$ cat config.mk
export PLATFORM = sky130hd
export DESIGN_NAME = sdram_burst_reader_flat
export DESIGN_NICKNAME = d
export VERILOG_FILES = /design/src/rtl/sdram_burst_reader_if.sv /design/src/rtl/sdram_burst_reader.sv /design/src/flat_wrapper.sv
export SDC_FILE = /design/constraint.sdc
export NUM_CORES = 2
export LEC_CHECK = 0
export CORE_ASPECT_RATIO = 2
export CORE_MARGIN = 8
export CORE_UTILIZATION = 64
export CTS_CLUSTER_SIZE = 25
export DETAILED_ROUTE_END_ITERATION = 7
export GPL_TIMING_DRIVEN = 1
export PLACE_DENSITY = 0.87
export SLEW_MARGIN = 5
export SYNTH_ARGS = -nofsm -noshare
export SYNTH_HDL_FRONTEND = slang
export SYNTH_SLANG_ARGS = --single-unit
export TNS_END_PERCENT = 100
$ cat constraint.sdc
create_clock -name clk -period 11.1 [get_ports clk]
set_input_delay 1.11 -clock clk [delete_from_list [all_inputs] [get_ports clk]]
set_output_delay 1.11 -clock clk [all_outputs]
set_load 0.01 [all_outputs]
$ cat src/rtl/sdram_burst_reader_if.sv
// rtl/sdram_burst_reader_if.sv - Avalon-MM burst read bus between the reader and the SDRAM controller
interface sdram_burst_reader_if #(
  parameter int ADDR_WIDTH        = 32,
  parameter int DATA_WIDTH        = 64,
  parameter int BURST_COUNT_WIDTH = 8
);
  logic [ADDR_WIDTH-1:0]        avm_address;
  logic [BURST_COUNT_WIDTH-1:0] avm_burst_count;
  logic                         avm_read;
  logic                         avm_write;
  logic [DATA_WIDTH-1:0]        avm_write_data;
  logic [DATA_WIDTH/8-1:0]      avm_byte_enable;
  logic                         avm_wait_request;
  logic [DATA_WIDTH-1:0]        avm_read_data;
  logic                         avm_readdata_val;

  modport master (
    output avm_address, avm_burst_count, avm_read, avm_write, avm_write_data, avm_byte_enable,
    input  avm_wait_request, avm_read_data, avm_readdata_val
  );

  modport slave (
    input  avm_address, avm_burst_count, avm_read, avm_write, avm_write_data, avm_byte_enable,
    output avm_wait_request, avm_read_data, avm_readdata_val
  );
endinterface

$ cat src/rtl/sdram_burst_reader.sv
// rtl/sdram_burst_reader.sv - Avalon-MM burst read master with credit-limited FIFO and sop/eop stream
module sdram_burst_reader #(
  parameter int ADDR_WIDTH        = 32,
  parameter int DATA_WIDTH        = 64,
  parameter int BURST_COUNT_WIDTH = 8,
  parameter int MAX_BURST         = 16,
  parameter int FIFO_DEPTH        = 64,
  parameter int LEN_WIDTH         = 24
) (
  input  logic                  clk,
  input  logic                  rst,
  input  logic                  cmd_valid,
  output logic                  cmd_ready,
  input  logic [ADDR_WIDTH-1:0] cmd_addr,
  input  logic [LEN_WIDTH-1:0]  cmd_len,
  output logic                  busy,
  output logic                  done,
  sdram_burst_reader_if.master  avm,
  output logic [DATA_WIDTH-1:0] src_data,
  output logic                  src_valid,
  input  logic                  src_ready,
  output logic                  src_sop,
  output logic                  src_eop
);
  localparam int BYTES = DATA_WIDTH / 8;
  localparam int PW    = $clog2(FIFO_DEPTH);
  localparam int OW    = PW + 1;
  localparam int CW    = PW + 2;

  typedef enum logic [1:0] {IDLE, ISSUE, DRAIN} state_t;

  state_t                state, state_next;
  logic [ADDR_WIDTH-1:0] addr;
  logic [LEN_WIDTH-1:0]  remaining, len_reg, word_cnt, burst_len;
  logic [OW-1:0]         fifo_count, outstanding;
  logic [PW-1:0]         wr_ptr, rd_ptr;
  logic [DATA_WIDTH-1:0] mem [FIFO_DEPTH];
  logic [CW-1:0]         credit;
  logic                  read_req, accept, cmd_take, done_r, done_next;
  logic                  beat_wr, fifo_rd, pop;

  // Burst sizing and credit: never request more words than the FIFO can absorb.
  always_comb begin
    burst_len = (remaining > LEN_WIDTH'(MAX_BURST)) ? LEN_WIDTH'(MAX_BURST) : remaining;
    credit    = CW'(FIFO_DEPTH) - CW'(fifo_count) - CW'(outstanding);
    beat_wr   = avm.avm_readdata_val && (outstanding != '0);
    pop       = src_valid && src_ready;
    fifo_rd   = (fifo_count != '0) && (!src_valid || src_ready);
  end

  // FSM next-state and command/bus handshake decode.
  always_comb begin
    state_next = state;
    cmd_ready  = 1'b0;
    read_req   = 1'b0;
    accept     = 1'b0;
    cmd_take   = 1'b0;
    done_next  = 1'b0;
    case (state)
      IDLE: begin
        cmd_ready = !rst;
        if (cmd_valid && !rst) begin
          if (cmd_len != '0) begin
            cmd_take   = 1'b1;
            state_next = ISSUE;
          end else begin
            done_next = 1'b1;
          end
        end
      end
      ISSUE: begin
        read_req = !rst && (credit >= CW'(burst_len));
        accept   = read_req && !avm.avm_wait_request;
        if (accept && (remaining == burst_len)) state_next = DRAIN;
      end
      DRAIN: begin
        if (pop && src_eop) begin
          state_next = IDLE;
          done_next  = 1'b1;
        end
      end
      default: state_next = IDLE;
    endcase
  end

  // FSM state register.
  always_ff @(posedge clk) begin
    if (rst) state <= IDLE;
    else     state <= state_next;
  end

  // Command address/length tracking and the done pulse.
  always_ff @(posedge clk) begin
    if (rst) begin
      addr      <= '0;
      remaining <= '0;
      len_reg   <= '0;
      done_r    <= 1'b0;
    end else begin
      done_r <= done_next;
      if (cmd_take) begin
        addr      <= cmd_addr;
        remaining <= cmd_len;
        len_reg   <= cmd_len;
      end else if (accept) begin
        addr      <= addr + (ADDR_WIDTH'(burst_len) << $clog2(BYTES));
        remaining <= remaining - burst_len;
      end
    end
  end

  // Words requested but not yet returned; stale beats with nothing outstanding are dropped.
  always_ff @(posedge clk) begin
    if (rst) outstanding <= '0;
    else     outstanding <= outstanding + (accept ? OW'(burst_len) : OW'(0)) - (beat_wr ? OW'(1) : OW'(0));
  end

  // FIFO storage; no reset needed since occupancy is tracked separately.
  always_ff @(posedge clk) begin
    if (beat_wr) mem[wr_ptr] <= avm.avm_read_data;
  end

  // FIFO pointers and occupancy.
  always_ff @(posedge clk) begin
    if (rst) begin
      wr_ptr     <= '0;
      rd_ptr     <= '0;
      fifo_count <= '0;
    end else begin
      if (beat_wr) wr_ptr <= wr_ptr + PW'(1);
      if (fifo_rd) rd_ptr <= rd_ptr + PW'(1);
      fifo_count <= fifo_count + (beat_wr ? OW'(1) : OW'(0)) - (fifo_rd ? OW'(1) : OW'(0));
    end
  end

  // Registered stream output stage with sop/eop derived from the word counter.
  always_ff @(posedge clk) begin
    if (rst) begin
      src_valid <= 1'b0;
      src_data  <= '0;
      src_sop   <= 1'b0;
      src_eop   <= 1'b0;
      word_cnt  <= '0;
    end else begin
      if (cmd_take) word_cnt <= '0;
      if (fifo_rd) begin
        src_valid <= 1'b1;
        src_data  <= mem[rd_ptr];
        src_sop   <= (word_cnt == '0);
        src_eop   <= (word_cnt == len_reg - LEN_WIDTH'(1));
        word_cnt  <= word_cnt + LEN_WIDTH'(1);
      end else if (src_ready) begin
        src_valid <= 1'b0;
        src_sop   <= 1'b0;
        src_eop   <= 1'b0;
      end
    end
  end

  // The credit rule must keep the FIFO from ever being written while full.
  always_ff @(posedge clk) begin
    if (!rst) assert (!(beat_wr && !fifo_rd && (fifo_count == OW'(FIFO_DEPTH))));
  end

  assign busy                = (state != IDLE);
  assign done                = done_r;
  assign avm.avm_address     = addr;
  assign avm.avm_burst_count = BURST_COUNT_WIDTH'(burst_len);
  assign avm.avm_read        = read_req;
  assign avm.avm_write       = 1'b0;
  assign avm.avm_write_data  = '0;
  assign avm.avm_byte_enable = '1;
endmodule

$ cat src/flat_wrapper.sv
// flat-port wrapper written by rule: the top's interface ports become plain ports
module sdram_burst_reader_flat 
#(
  parameter int ADDR_WIDTH        = 32,
  parameter int DATA_WIDTH        = 64,
  parameter int BURST_COUNT_WIDTH = 8,
  parameter int MAX_BURST         = 16,
  parameter int FIFO_DEPTH        = 64,
  parameter int LEN_WIDTH         = 24
)
  (clk, rst, cmd_valid, cmd_ready, cmd_addr, cmd_len, busy, done, src_data, src_valid, src_ready, src_sop, src_eop, avm_avm_address, avm_avm_burst_count, avm_avm_read, avm_avm_write, avm_avm_write_data, avm_avm_byte_enable, avm_avm_wait_request, avm_avm_read_data, avm_avm_readdata_val);
  sdram_burst_reader_if #(.ADDR_WIDTH(ADDR_WIDTH), .DATA_WIDTH(DATA_WIDTH), .BURST_COUNT_WIDTH(BURST_COUNT_WIDTH)) avm_i ();
  input  logic clk;
  input  logic rst;
  input  logic cmd_valid;
  output logic cmd_ready;
  input  logic [ADDR_WIDTH-1:0] cmd_addr;
  input  logic [LEN_WIDTH-1:0] cmd_len;
  output logic busy;
  output logic done;
  output logic [DATA_WIDTH-1:0] src_data;
  output logic src_valid;
  input  logic src_ready;
  output logic src_sop;
  output logic src_eop;
  output wire logic [$bits(avm_i.avm_address)-1:0] avm_avm_address;
  output wire logic [$bits(avm_i.avm_burst_count)-1:0] avm_avm_burst_count;
  output wire logic [$bits(avm_i.avm_read)-1:0] avm_avm_read;
  output wire logic [$bits(avm_i.avm_write)-1:0] avm_avm_write;
  output wire logic [$bits(avm_i.avm_write_data)-1:0] avm_avm_write_data;
  output wire logic [$bits(avm_i.avm_byte_enable)-1:0] avm_avm_byte_enable;
  input wire logic [$bits(avm_i.avm_wait_request)-1:0] avm_avm_wait_request;
  input wire logic [$bits(avm_i.avm_read_data)-1:0] avm_avm_read_data;
  input wire logic [$bits(avm_i.avm_readdata_val)-1:0] avm_avm_readdata_val;
  assign avm_avm_address = avm_i.avm_address;
  assign avm_avm_burst_count = avm_i.avm_burst_count;
  assign avm_avm_read = avm_i.avm_read;
  assign avm_avm_write = avm_i.avm_write;
  assign avm_avm_write_data = avm_i.avm_write_data;
  assign avm_avm_byte_enable = avm_i.avm_byte_enable;
  assign avm_i.avm_wait_request = avm_avm_wait_request;
  assign avm_i.avm_read_data = avm_avm_read_data;
  assign avm_i.avm_readdata_val = avm_avm_readdata_val;
  sdram_burst_reader #(.ADDR_WIDTH(ADDR_WIDTH), .DATA_WIDTH(DATA_WIDTH), .BURST_COUNT_WIDTH(BURST_COUNT_WIDTH), .MAX_BURST(MAX_BURST), .FIFO_DEPTH(FIFO_DEPTH), .LEN_WIDTH(LEN_WIDTH)) u_core (.clk(clk), .rst(rst), .cmd_valid(cmd_valid), .cmd_ready(cmd_ready), .cmd_addr(cmd_addr), .cmd_len(cmd_len), .busy(busy), .done(done), .avm(avm_i), .src_data(src_data), .src_valid(src_valid), .src_ready(src_ready), .src_sop(src_sop), .src_eop(src_eop));
endmodule
==> results by group <==
Logic synthesis
  – Mean Syn Cell Area: 21.6 um2
  – Asr flop ratio synth: 0%
  – Number of library cell types mapped by synthesis: 75
  – Ys flop type: edfxtp_1
  – Compound-Gate Fraction of Synth Area: 3.64%
  – Largest family of logic cells by synthesized area: multiplexers
  – Netlist Area Pre-Place: 166,000 um2
  – Mux share of post-synthesis cell area: 15.5%
  – Post-Synth Adder-Cell Area: 0.592%
  – Post-Synth Simple-Gate Area: 1.79%
  – Sequential fraction of the synthesis area: 76.6%
  – XOR/XNOR Fraction of Synth Area: 0.365%
  – Synth warnings: 0
  – Seq cells post-synth: 4,296
  – Cells after Synth: 7,665
  – Post-synth EDFFs: 4,096

CTS
  – Hold buffers post-CTS: 0
  – Clock Tree Buf Depth: 4
  – CTS Sinks: 4,296
  – Clk_lat worst skew: 0.97 ns
  – Post-CTS Resized: 0
  – CTS tree: yes
  – CTS clk-pin slew, worst paths: 0.07 ns
  – H-tree lvl count: 5
  – CTS root buf: clkbuf_16
  – Setup Buffers After CTS: 0
  – TritonCTS buffer count: 347

STA
  – Worst-margin pin slew: 1.41 ns
  – Setup_tns: 0 ns
  – RSZ-0062 raised after global routing: no
  – Setup Skew: 0.0914 ns
  – Max Clock Freq: 161 MHz
  – Hold Violations, Final: 0
  – Period utilization: 56.0%
  – Tmin final: 6.21 ns
  – Max-Slew Margin vs Limit: 5.84%
  – Slew Viols, Final: 0
  – # setup viols final: 0

Route
  – Pre-Repair DR Iteration Count: 8
  – Routed Antenna Nets: 0
  – Routed WL: 541 mm
  – DRC viols: 3
  – Via density: 8.03
  – Drt wl/cell: 46.0 um
  – DR iter-0 viols: 18,000
  – Vias after detailed routing: 94,600

Global route
  – Remaining Overflow, GRT: 0
  – Largest net degree at the start of global routing: 132
  – Gr usage total: 38.8%
  – Vias in the first global route: 94,800
  – Initial antenna violation count: 25
  – First-pass GRT wire length: 748 mm

Worst setup path
  – Kind of critical path: reg2out
  – Arr. time, crit path: 5.10 ns
  – Reg2Reg Depth: 18
  – Worst Setup End Kind: output pin
  – Worst setup endpoint: avm_avm_read
  – Crit path launch type: flop
  – R2R Path End: u_core.outstanding[6]
  – Worst Path Max Fanout: 12
  – Crit Reg-Reg Startpoint: u_core.remaining[8]
  – Worst setup startpoint: u_core.remaining[8]
  – FF-to-FF setup slack: 5.39 ns
  – Worst EP required: 9.99 ns

Job
  – Max-cap violations: 0

Cells and area
  – Layout cells sized above 1: 23.8%
  – Biggest register: u_core.mem
  – Nets: 8,225
  – Most frequent cells in the layout: edfxtp_1, mux4_2, clkbuf_16
  – Final core utilization: 71.2%
  – Synthesis-to-finish area growth: 10.9%
  – Max FFs per register: 4,096
  – Most common cell after layout, fill and taps aside: edfxtp_1

Run status
  – Violated checks: design-rule violations
  – Outcome: finished, violations left

Placed design
  – DP HPWL: 269 mm
  – GP Congestion: 0.912
  – IO buf count: 233

Die
  – Core footprint: 258,000 um2
  – Die Ht: 736 um
  – Die Area: 276,000 um2
  – Number of I/O pins: 310
  – Core Rows: 264
  – Die W: 376 um
  – Starting Density: 64.2%

Power
  – P per Cell Area: 225 nW/um2
  – Leakage power: 56.6 nW
  – Max IR drop VDD: 0.242 mV

Worst hold path
  – HP Class: reg2reg
[layout make-up]
type / instances / area [um2]
Multi-Input combinational cell: 2893 / 37200
Clock inverter: 197 / 1920
Antenna cell: 20 / 50.0
Inverter: 65 / 246
Clock buffer: 423 / 9300
Sequential cell: 4296 / 127000
Tap cell: 3458 / 4330
Timing Repair Buffer: 420 / 3690
Fill cell: 12900 / 74300
[metrics by stage]
| stage | total power, mW | std cells | hold WS, ns | instance area, um2 | setup WS, ns |
|---|---|---|---|---|---|
| 2_1_floorplan | 25.0 | 7763 | 0.442 | 166000 | 5.68 |
| 3_3_place_gp | 27.8 | 11100 | 0.443 | 172000 | 5.41 |
| 3_5_place_dp | 28.2 | 11100 | 0.446 | 172000 | 5.46 |
| 4_1_cts | 41.0 | 11800 | 0.456 | 184000 | 4.90 |
| 5_1_grt | 42.0 | 11800 | 0.475 | 184000 | 4.70 |
| 6_report | 41.3 | 11800 | 0.455 | 184000 | 4.89 |
[cells in the mapped netlist, drive strengths merged (5+ instances only)]
cell	count	area, um2
edfxtp	4096	123000
mux4	1108	25000
clkbuf	262	983
buf	247	1250
nand2	202	758
dfxtp	200	4000
nor2	170	638
a22o	169	1480
a221oi	165	1450
a21oi	155	776
o22ai	100	626
o21ai	97	485
ha	72	901
inv	65	244
mux2i	56	561
nor3	55	275
nand3	36	180
xor2	35	307
xnor2	34	298
nor4	29	188
nor2b	26	163
a22oi	23	173
a31oi	22	138
and3	22	138
a211oi	21	158
o211ai	19	143
nand4	17	106
a21o	15	113
mux2	13	146
nand2b	13	81.3
or3	13	81.3
or4	10	78.8
nand3b	9	67.6
o21a	9	67.6
and2	6	37.5
o211a	5	50.1
o21bai	5	37.5
o31ai	5	37.5
[report_power, final]
| part | internal (mW) | switching (mW) | total (mW) | leakage [nW] |
|---|---|---|---|---|
| combinational | 4.42 | 5.58 | 9.99 | 12.7 |
| clock | 6.76 | 6.13 | 12.9 | 5.44 |
| sequential | 18.1 | 0.310 | 18.4 | 38.5 |
| total | 29.2 | 12.0 | 41.3 | 56.6 |
[worst min path at each step]
stage	cells past startpoint	to	slack, ns	startpoint
2_1_floorplan	2	u_core.remaining[0]	0.44	u_core.remaining[0]
4_1_cts	2	u_core.src_data[62]	0.46	u_core.src_data[62]
6_report	2	u_core.src_data[62]	0.45	u_core.src_data[62]
3_5_place_dp	2	u_core.src_data[62]	0.45	u_core.src_data[62]
5_1_grt	2	u_core.avm.avm_address[1]	0.47	u_core.avm.avm_address[1]
3_3_place_gp	2	u_core.avm.avm_address[0]	0.44	u_core.avm.avm_address[0]
[metal layers]
metal / vias to the layer above / track usage (%) / wire length [um]
met2: 11700 / 60.8 / 253000
met3: 3308 / 11.1 / 76900
met5: - / 0 / 130
li1: 33000 / - / -
met4: 16 / 31.7 / 59700
met1: 46600 / 44.6 / 152000
[critical path, cell delays in order, from the launching register on]
cell and delay, ns:
dfxtp_1 0.37, or4_1 0.67, nor4_1 0.41, and3_1 0.46, and2_1 0.29, ha_1 0.27
nand2b_1 0.14, a2111oi_0 0.57, o211a_1 0.40, nor2_1 0.09, clkdlybuf4s50_1 0.49
[logic make-up (layout without fill, tap and decap cells)]
group                    count (synthesis)  in the layout
AO/OA/AOI/OAI                          843            843
other                                    2            120
XOR/XNOR                                69             69
AND/OR/NAND/NOR                        628            628
multiplexers                          1177           1177
buffers and inverters                  574           1105
adder cells (fa/ha/maj)                 76             76
flip-flops                            4296           4296
No activity file was read; power rests on OpenSTA's default activity.
